[config.mk]
export PLATFORM = sky130hd
export DESIGN_NAME = dec_loop_ctrl
export DESIGN_NICKNAME = d
export VERILOG_FILES = /design/src/rtl/dec_loop_ctrl.sv
export SDC_FILE = /design/constraint.sdc
export NUM_CORES = 1
export LEC_CHECK = 0
export BUFFER_PORTS_ARGS = -buffer_cell sky130_fd_sc_hd__buf_2
export CORE_UTILIZATION = 45
export CTS_BUF_LIST = sky130_fd_sc_hd__clkbuf_2
export DETAILED_ROUTE_END_ITERATION = 8
export PLACE_DENSITY_LB_ADDON = 0.2
export SLEW_MARGIN = 20
export SYNTH_ARGS = -nofsm -noshare
export SYNTH_HDL_FRONTEND = slang
export SYNTH_SLANG_ARGS = --single-unit
[constraint.sdc]
create_clock -name Clk -period 1.6 [get_ports Clk]
set_input_delay 0.32 -clock Clk [delete_from_list [all_inputs] [get_ports Clk]]
set_output_delay 0.32 -clock Clk [all_outputs]
set_load 0.02 [all_outputs]
[src/rtl/dec_loop_ctrl.sv]
// dec_loop_ctrl
//   Iteration-counter stage wrapped around an external combinational DEC
//   component. The current count is registered on a and fed to the DEC; the
//   DEC result d is written back on every step. done pulses for one cycle
//   when the count has been run down to zero.
//
// Ports
//   Clk        rising-edge clock
//   Rst        asynchronous, active-low reset
//   start      load init and begin counting (sampled in IDLE only)
//   init       initial count
//   step       advance one iteration while RUN
//   abort      cancel the run and return to IDLE (wins over step)
//   d          DEC result, expected to equal a-1
//   a          registered current count, drives DEC input a
//   iter       registered number of steps taken this run
//   busy       high while in RUN
//   done       high for the single cycle spent in DONE
//   dbg_state  raw state register (IDLE=00, RUN=01, DONE=10)
//
// Handshake: start is a single-cycle request that is accepted only when the
// block is in IDLE; step is a qualifier that is consumed on every clock edge
// in RUN where it is high. There is no back-pressure.

module dec_loop_ctrl #(
  parameter int DATAWIDTH = 8
) (
  input  logic                 Clk,
  input  logic                 Rst,
  input  logic                 start,
  input  logic [DATAWIDTH-1:0] init,
  input  logic                 step,
  input  logic                 abort,
  input  logic [DATAWIDTH-1:0] d,
  output logic [DATAWIDTH-1:0] a,
  output logic [DATAWIDTH-1:0] iter,
  output logic                 busy,
  output logic                 done,
  output logic [1:0]           dbg_state
);

  localparam logic [1:0] IDLE = 2'b00;
  localparam logic [1:0] RUN  = 2'b01;
  localparam logic [1:0] DONE = 2'b10;

  localparam logic [DATAWIDTH-1:0] ONE = DATAWIDTH'(1);

  logic [1:0]           state_q, state_d;
  logic [DATAWIDTH-1:0] a_q, a_d;
  logic [DATAWIDTH-1:0] iter_q, iter_d;

  always_comb begin
    state_d = state_q;
    a_d     = a_q;
    iter_d  = iter_q;
    case (state_q)
      IDLE: begin
        if (start) begin
          a_d     = init;
          iter_d  = '0;
          state_d = (init == '0) ? DONE : RUN;
        end
      end
      RUN: begin
        if (abort) begin
          state_d = IDLE;
        end else if (step) begin
          a_d    = d;
          iter_d = iter_q + ONE;
          // Exit on the registered count so the DEC output never has to be
          // trusted for control; a==1 means this step takes it to zero.
          if (a_q == ONE) state_d = DONE;
        end
      end
      DONE: begin
        state_d = IDLE;
        a_d     = '0;
      end
      default: state_d = IDLE;
    endcase
  end

  always_ff @(posedge Clk or negedge Rst) begin
    if (!Rst) begin
      state_q <= IDLE;
      a_q     <= '0;
      iter_q  <= '0;
    end else begin
      state_q <= state_d;
      a_q     <= a_d;
      iter_q  <= iter_d;
    end
  end

  // Pure decodes of the state register, so no combinational glitches.
  assign busy      = (state_q == RUN);
  assign done      = (state_q == DONE);
  assign a         = a_q;
  assign iter      = iter_q;
  assign dbg_state = state_q;

endmodule

### Word level (Yosys, flattened, before mapping)

Index checks and enable logic that the tools add are counted.

* word-level logic and storage cells: 33
* register bits: 18
* output and inout bits: 20

* multiplexer cells: 14
* reductions and logical operators: 7
* add/subtract/negate cells: 1
* eq/ne operators: 8

Operator list (number)
* 2-to-1 mux 8 bit: 6
* one-hot mux 8 bit (3 select lines): 1
* one-hot mux 8 bit (2 select lines): 1
* 2-to-1 mux 2 bit: 5
* adder 8 x 1 -> 8 bit, second input constant: 1
* equality test 8 x 1 -> 1 bit, second input constant: 1
* zero test 8 bit: 1
* AND reduction 4 bit: 2
* inequality test 2 bit, second input constant: 3
* one-hot mux 2 bit (2 select lines): 1
* inequality test 3 x 2 -> 1 bit, second input constant: 1
* inequality test 3 bit, second input constant: 1
* AND reduction 3 bit: 1
* nonzero test 3 bit: 1
* equality test 2 x 1 -> 1 bit, second input constant: 1
* equality test 2 bit, second input constant: 1
* zero test 2 bit: 1
* nonzero test 2 bit: 1

### Logic depth before layout (Yosys ltp)

* word-level depth: 5
* mapped depth: 7
* gate-level depth less buffers: 6

### Worst setup path after synthesis

Ideal clock, no wire load.

* kind: reg-to-reg
* start: reg state_q[1] (netlist: dbg_state[1])
* end: reg iter_q[6] (netlist: iter[6])
* period minus slack after synthesis: 1836 ps
* buffers on the path: 1
* required time: 1474 ps
* data arrival time: 1711 ps
* setup time: 126 ps
* cell stages (with the launch flop): 8
* path slack: -236 ps
* path through: dfrtp_1 > inv_1 > ha_1 > nor2_1 > a211o_1 > buf_2 > nor3_1 > nor3b_2

* word-level cells in the longest chain between the ends: 3
* elaborated cells on any way between the ends: 8
* classes of those cells: eq/ne: 4; mux: 1; reduce/logical: 3

Ends and longest elaborated chain
* start, declared: RTL line 48 `logic [1:0] state_q, state_d;`
* start signal, assigned: RTL line 89 `state_q <= state_d;`
* equality test 2 x 1 -> 1 bit (*)
* net busy: RTL line 37 `output logic busy,`
* inequality test 2 bit (no line) or nonzero test 2 bit (tied branches)
* AND reduction 4 bit (no line)
* end signal, assigned: RTL line 91 `iter_q <= iter_d;`
* end, declared: RTL line 50 `logic [DATAWIDTH-1:0] iter_q, iter_d;`

Mark *: on every way through the listed nets, which the timed path passes. The rest lies on a longest branch.
A chain may end at the register's enable or synchronous reset.

### Worst setup path after layout

* start: reg state_q[1] (netlist: dbg_state[1])
* end: out done

* word-level cells in the longest chain between the ends: 1

Ends and longest elaborated chain
* equality test 2 bit: RTL line 97 `assign done = (state_q == DONE);`
* end, declared: RTL line 38 `output logic done,`

Every way passes these cells.

==> impl_results.md <==
- Worst R2R Setup Slack: 0.07 ns
- DRT iter0 DRCs: 20
- Place WS: -0.00271 ns
- Vias per inst: between 5 and 6
- Met1 Usage GRT: 0.274
- Register area: ~450 µm²
- Fmax: around 630 MHz
- Ys Warns: 0
- CP endpoint kind: output port
- Final WS setup: 0.0181 ns
- Req. time, crit path: 1.28 ns
- Worst path cell trace: buf_4, ha_1, buf_2
- #FFs+latches synth: 18
- Pleak: 0.717 nW
- Worst slew pin tran: 0.391 ns
- Pre-antenna DRT Iters: 4
- Synthesis-to-layout area growth: 41.4%
- Crit-path max cell delay: roughly 0.46 ns
- Die ar.: around 0.0026 mm²
- Global-route layer with the greatest usage: met2
- Total number of vias: 1077
- GPL Wtd Cong: 0.776
- Pwr Density: 2100 mW/mm²
- Sequential fraction of the synthesis area: 0.411
- R2R Path End: dbg_state[0]
- Grt ovf: 0
- Clock sinks: 18
- FF-to-FF path depth: 6
- Post-Syn Area per Cell: 9.05 µm²
- Slew headroom: 0.739
- Outcome: complete, no violations
- Post-synth EDFFs: 0
- Initial antenna violation count: 0
- Fill count: 205
- Worst setup endpoint: done
- Syn Nets: 147
- Post-synth ARST share: 1.00
- Die Span X: about 51 µm
- Largest net degree at the start of global routing: 19
- Final WL: 2650 µm
- Worst r2r src: dbg_state[0]
- Clk slew on worst S/H paths: 0.18 ns
- Final #Nets: between 150 and 200
- Final period util: 0.989
- Clock Latency Late Sink: 0.31 ns
- First-pass GRT wire length: 4230 µm
- Vias in the first global route: 960
- Met3 Use GR: 0.0179
- Top cell type's share of synthesized area: 0.411
- Most frequent cell after synthesis: dfrtp_1
- Slew Limit Fails: 0
- Hpwl dp: approximately 2000 µm
- Nature of the critical path startpoint: flip-flop
- Multi-input gate area: 688 µm²
- Final Setup Violations: 0
- Tot GR Track Use: 0.218
- Synth Instances: 121
- Clk buf depth: 2
- Ys flop type: dfrtp_1
- Final Total Pwr: between 3 and 4 mW
- Routed len/inst: 13.2 µm
- Post-route setup TNS: 0 ns
- Synth Cell Area: 0.00109 mm²
- Worst Setup SP: dbg_state[1]
- Min Tclk post-route: 1.58 ns
- Arrival @ worst endpoint: 1.26 ns
- Peak supply drop: 1.38 mV
- Area contributors post-synth: dfrtp_1 41%, a21oi_1 6.9%, nor2b_1 6.3%, ha_1 5.7%, nor2_1 4.8%
- Std-Cell Rows: 17
- Post-route DRC violation count: 0
- Initial Utilization: 0.486
- Htree depth: 1
- Setup Skew: 0.000506 ns
- CP Class: flip-flop to output port
- Fin. Hold Viols: 0
- # port buffers: 40
- Die Ht: 51.3 µm
- GR Util met2: 0.382
- HP Class: input port to flip-flop
- CTS tree: done
- Crit Path Max Fanout: 4
- Distinct cell type count after synthesis: 37
- Core area: around 0.0023 mm²
- Area leader, netlist: dfrtp_1
- Antenna Diode Count: 0
- Slowest CP cell: dfrtp_2
- Most instantiated cells after synthesis: 18 x dfrtp_1, 15 x a21oi_1, 14 x nor2_1
- CTS Buf Count: 3
- RSZ-0062 raised after global routing: true
- Fraction of layout instances using a drive strength above 1: 0.465
- Max_cap viols: 0
- Io pins: 41
- Clock root buffer: clkbuf_2
- Detail Route Antenna Nets: 0
-- stage by stage --
stage / hold slack, ns / util / std cells / cell area [µm²]
finish: 0.285 / 0.686 / 200 / 1550
global route: 0.303 / 0.686 / 200 / 1550
CTS: 0.292 / 0.635 / 196 / 1430
detailed placement: 0.276 / 0.610 / 188 / 1380
global placement: 0.273 / 0.610 / 188 / 1380
floorplan: 0.0244 / - / 121 / 1130
-- worst max-delay path, delay by kind of cell, from the launching register on --
family,cells,cell delay (ns)
buffers and inverters,2,0.31
adder cells (fa/ha/maj),1,0.18
flip-flops,1,0.46
-- state kept, by name, summed over array words and instances, names as in the netlist --
signal and cells:
iter 8, a 8, dbg_state 2
-- where the power goes --
| group | switching, mW | internal [mW] | total, mW |
|---|---|---|---|
| clock network | 0.152 | 0.0543 | 0.206 |
| logic | 1.18 | 0.989 | 2.17 |
| registers | 0.208 | 0.658 | 0.866 |
| total | 1.54 | 1.70 | 3.24 |
-- worst min path at each step --
| stage | start | to | slack, ns | cells past startpoint |
|---|---|---|---|---|
| 6_report | d[1] | a[1] | 0.29 | 3 |
| 5_1_grt | d[7] | a[7] | 0.30 | 3 |
| 4_1_cts | d[6] | a[6] | 0.29 | 3 |
| 3_5_place_dp | Rst | iter[6] | 0.28 | 1 |
| 3_3_place_gp | Rst | iter[6] | 0.27 | 1 |
| 2_1_floorplan | Rst | a[0] | 0.02 | 0 |
-- layout by cell type (no fill, tap or decap), types with 2 or more instances in the layout --
cell type  instances
nor2b_1           11
inv_1              2
ha_1               2
a21oi_2            5
mux2i_1            2
buf_2             39
a21oi_1           11
nor2_2             6
o211ai_1           2
nand3_1            2
o21ai_1            3
nor4_1             2
o21ai_0            2
ha_4               3
buf_6              2
clkbuf_2           3
nor2_1             8
inv_4              2
a31oi_1            2
dfrtp_1           16
a22o_1             2
dfrtp_2            2
nand2_1           10
buf_4              8
and3_1             2
-- area by class of cell --
cell class / count / area share
tap: 28 / 0.0226
clock inverter: 1 / 0.00243
multi-input combinational: 94 / 0.445
clock buffer: 3 / 0.00970
sequential: 18 / 0.293
timing repair buffer: 52 / 0.215
inverter: 4 / 0.0129
-- timing repair --
action | CTS | global route
gates cloned | 0 | 1
hold endpoints to repair | 18 | 0
setup buffers | 3 | 3
pin swaps | 0 | 1
hold buffers | 1 | 0
resized for setup | 3 | 19
endpoints found under the setup margin | 5 | 17
-- cell families (layout without fill, tap and decap cells) --
family / Yosys count / in the layout / synth area share
simple gates: 52 / 52 / 0.258
compound gates: 35 / 35 / 0.214
flops: 18 / 18 / 0.411
buf+inv: 9 / 60 / 0.0411
fa+ha+maj: 5 / 5 / 0.0571
mux: 2 / 2 / 0.0183
-- per-layer routing --
metal / routed length, µm / up-vias / part of all wire
li1: - / 535 / -
met1: 1180 / 495 / 0.45
met2: 1330 / 39 / 0.50
met3: 97 / 8 / 0.037
met4: 39 / 0 / 0.015
met5: 0 / - / 0
Power figures use the tool's default switching activity.
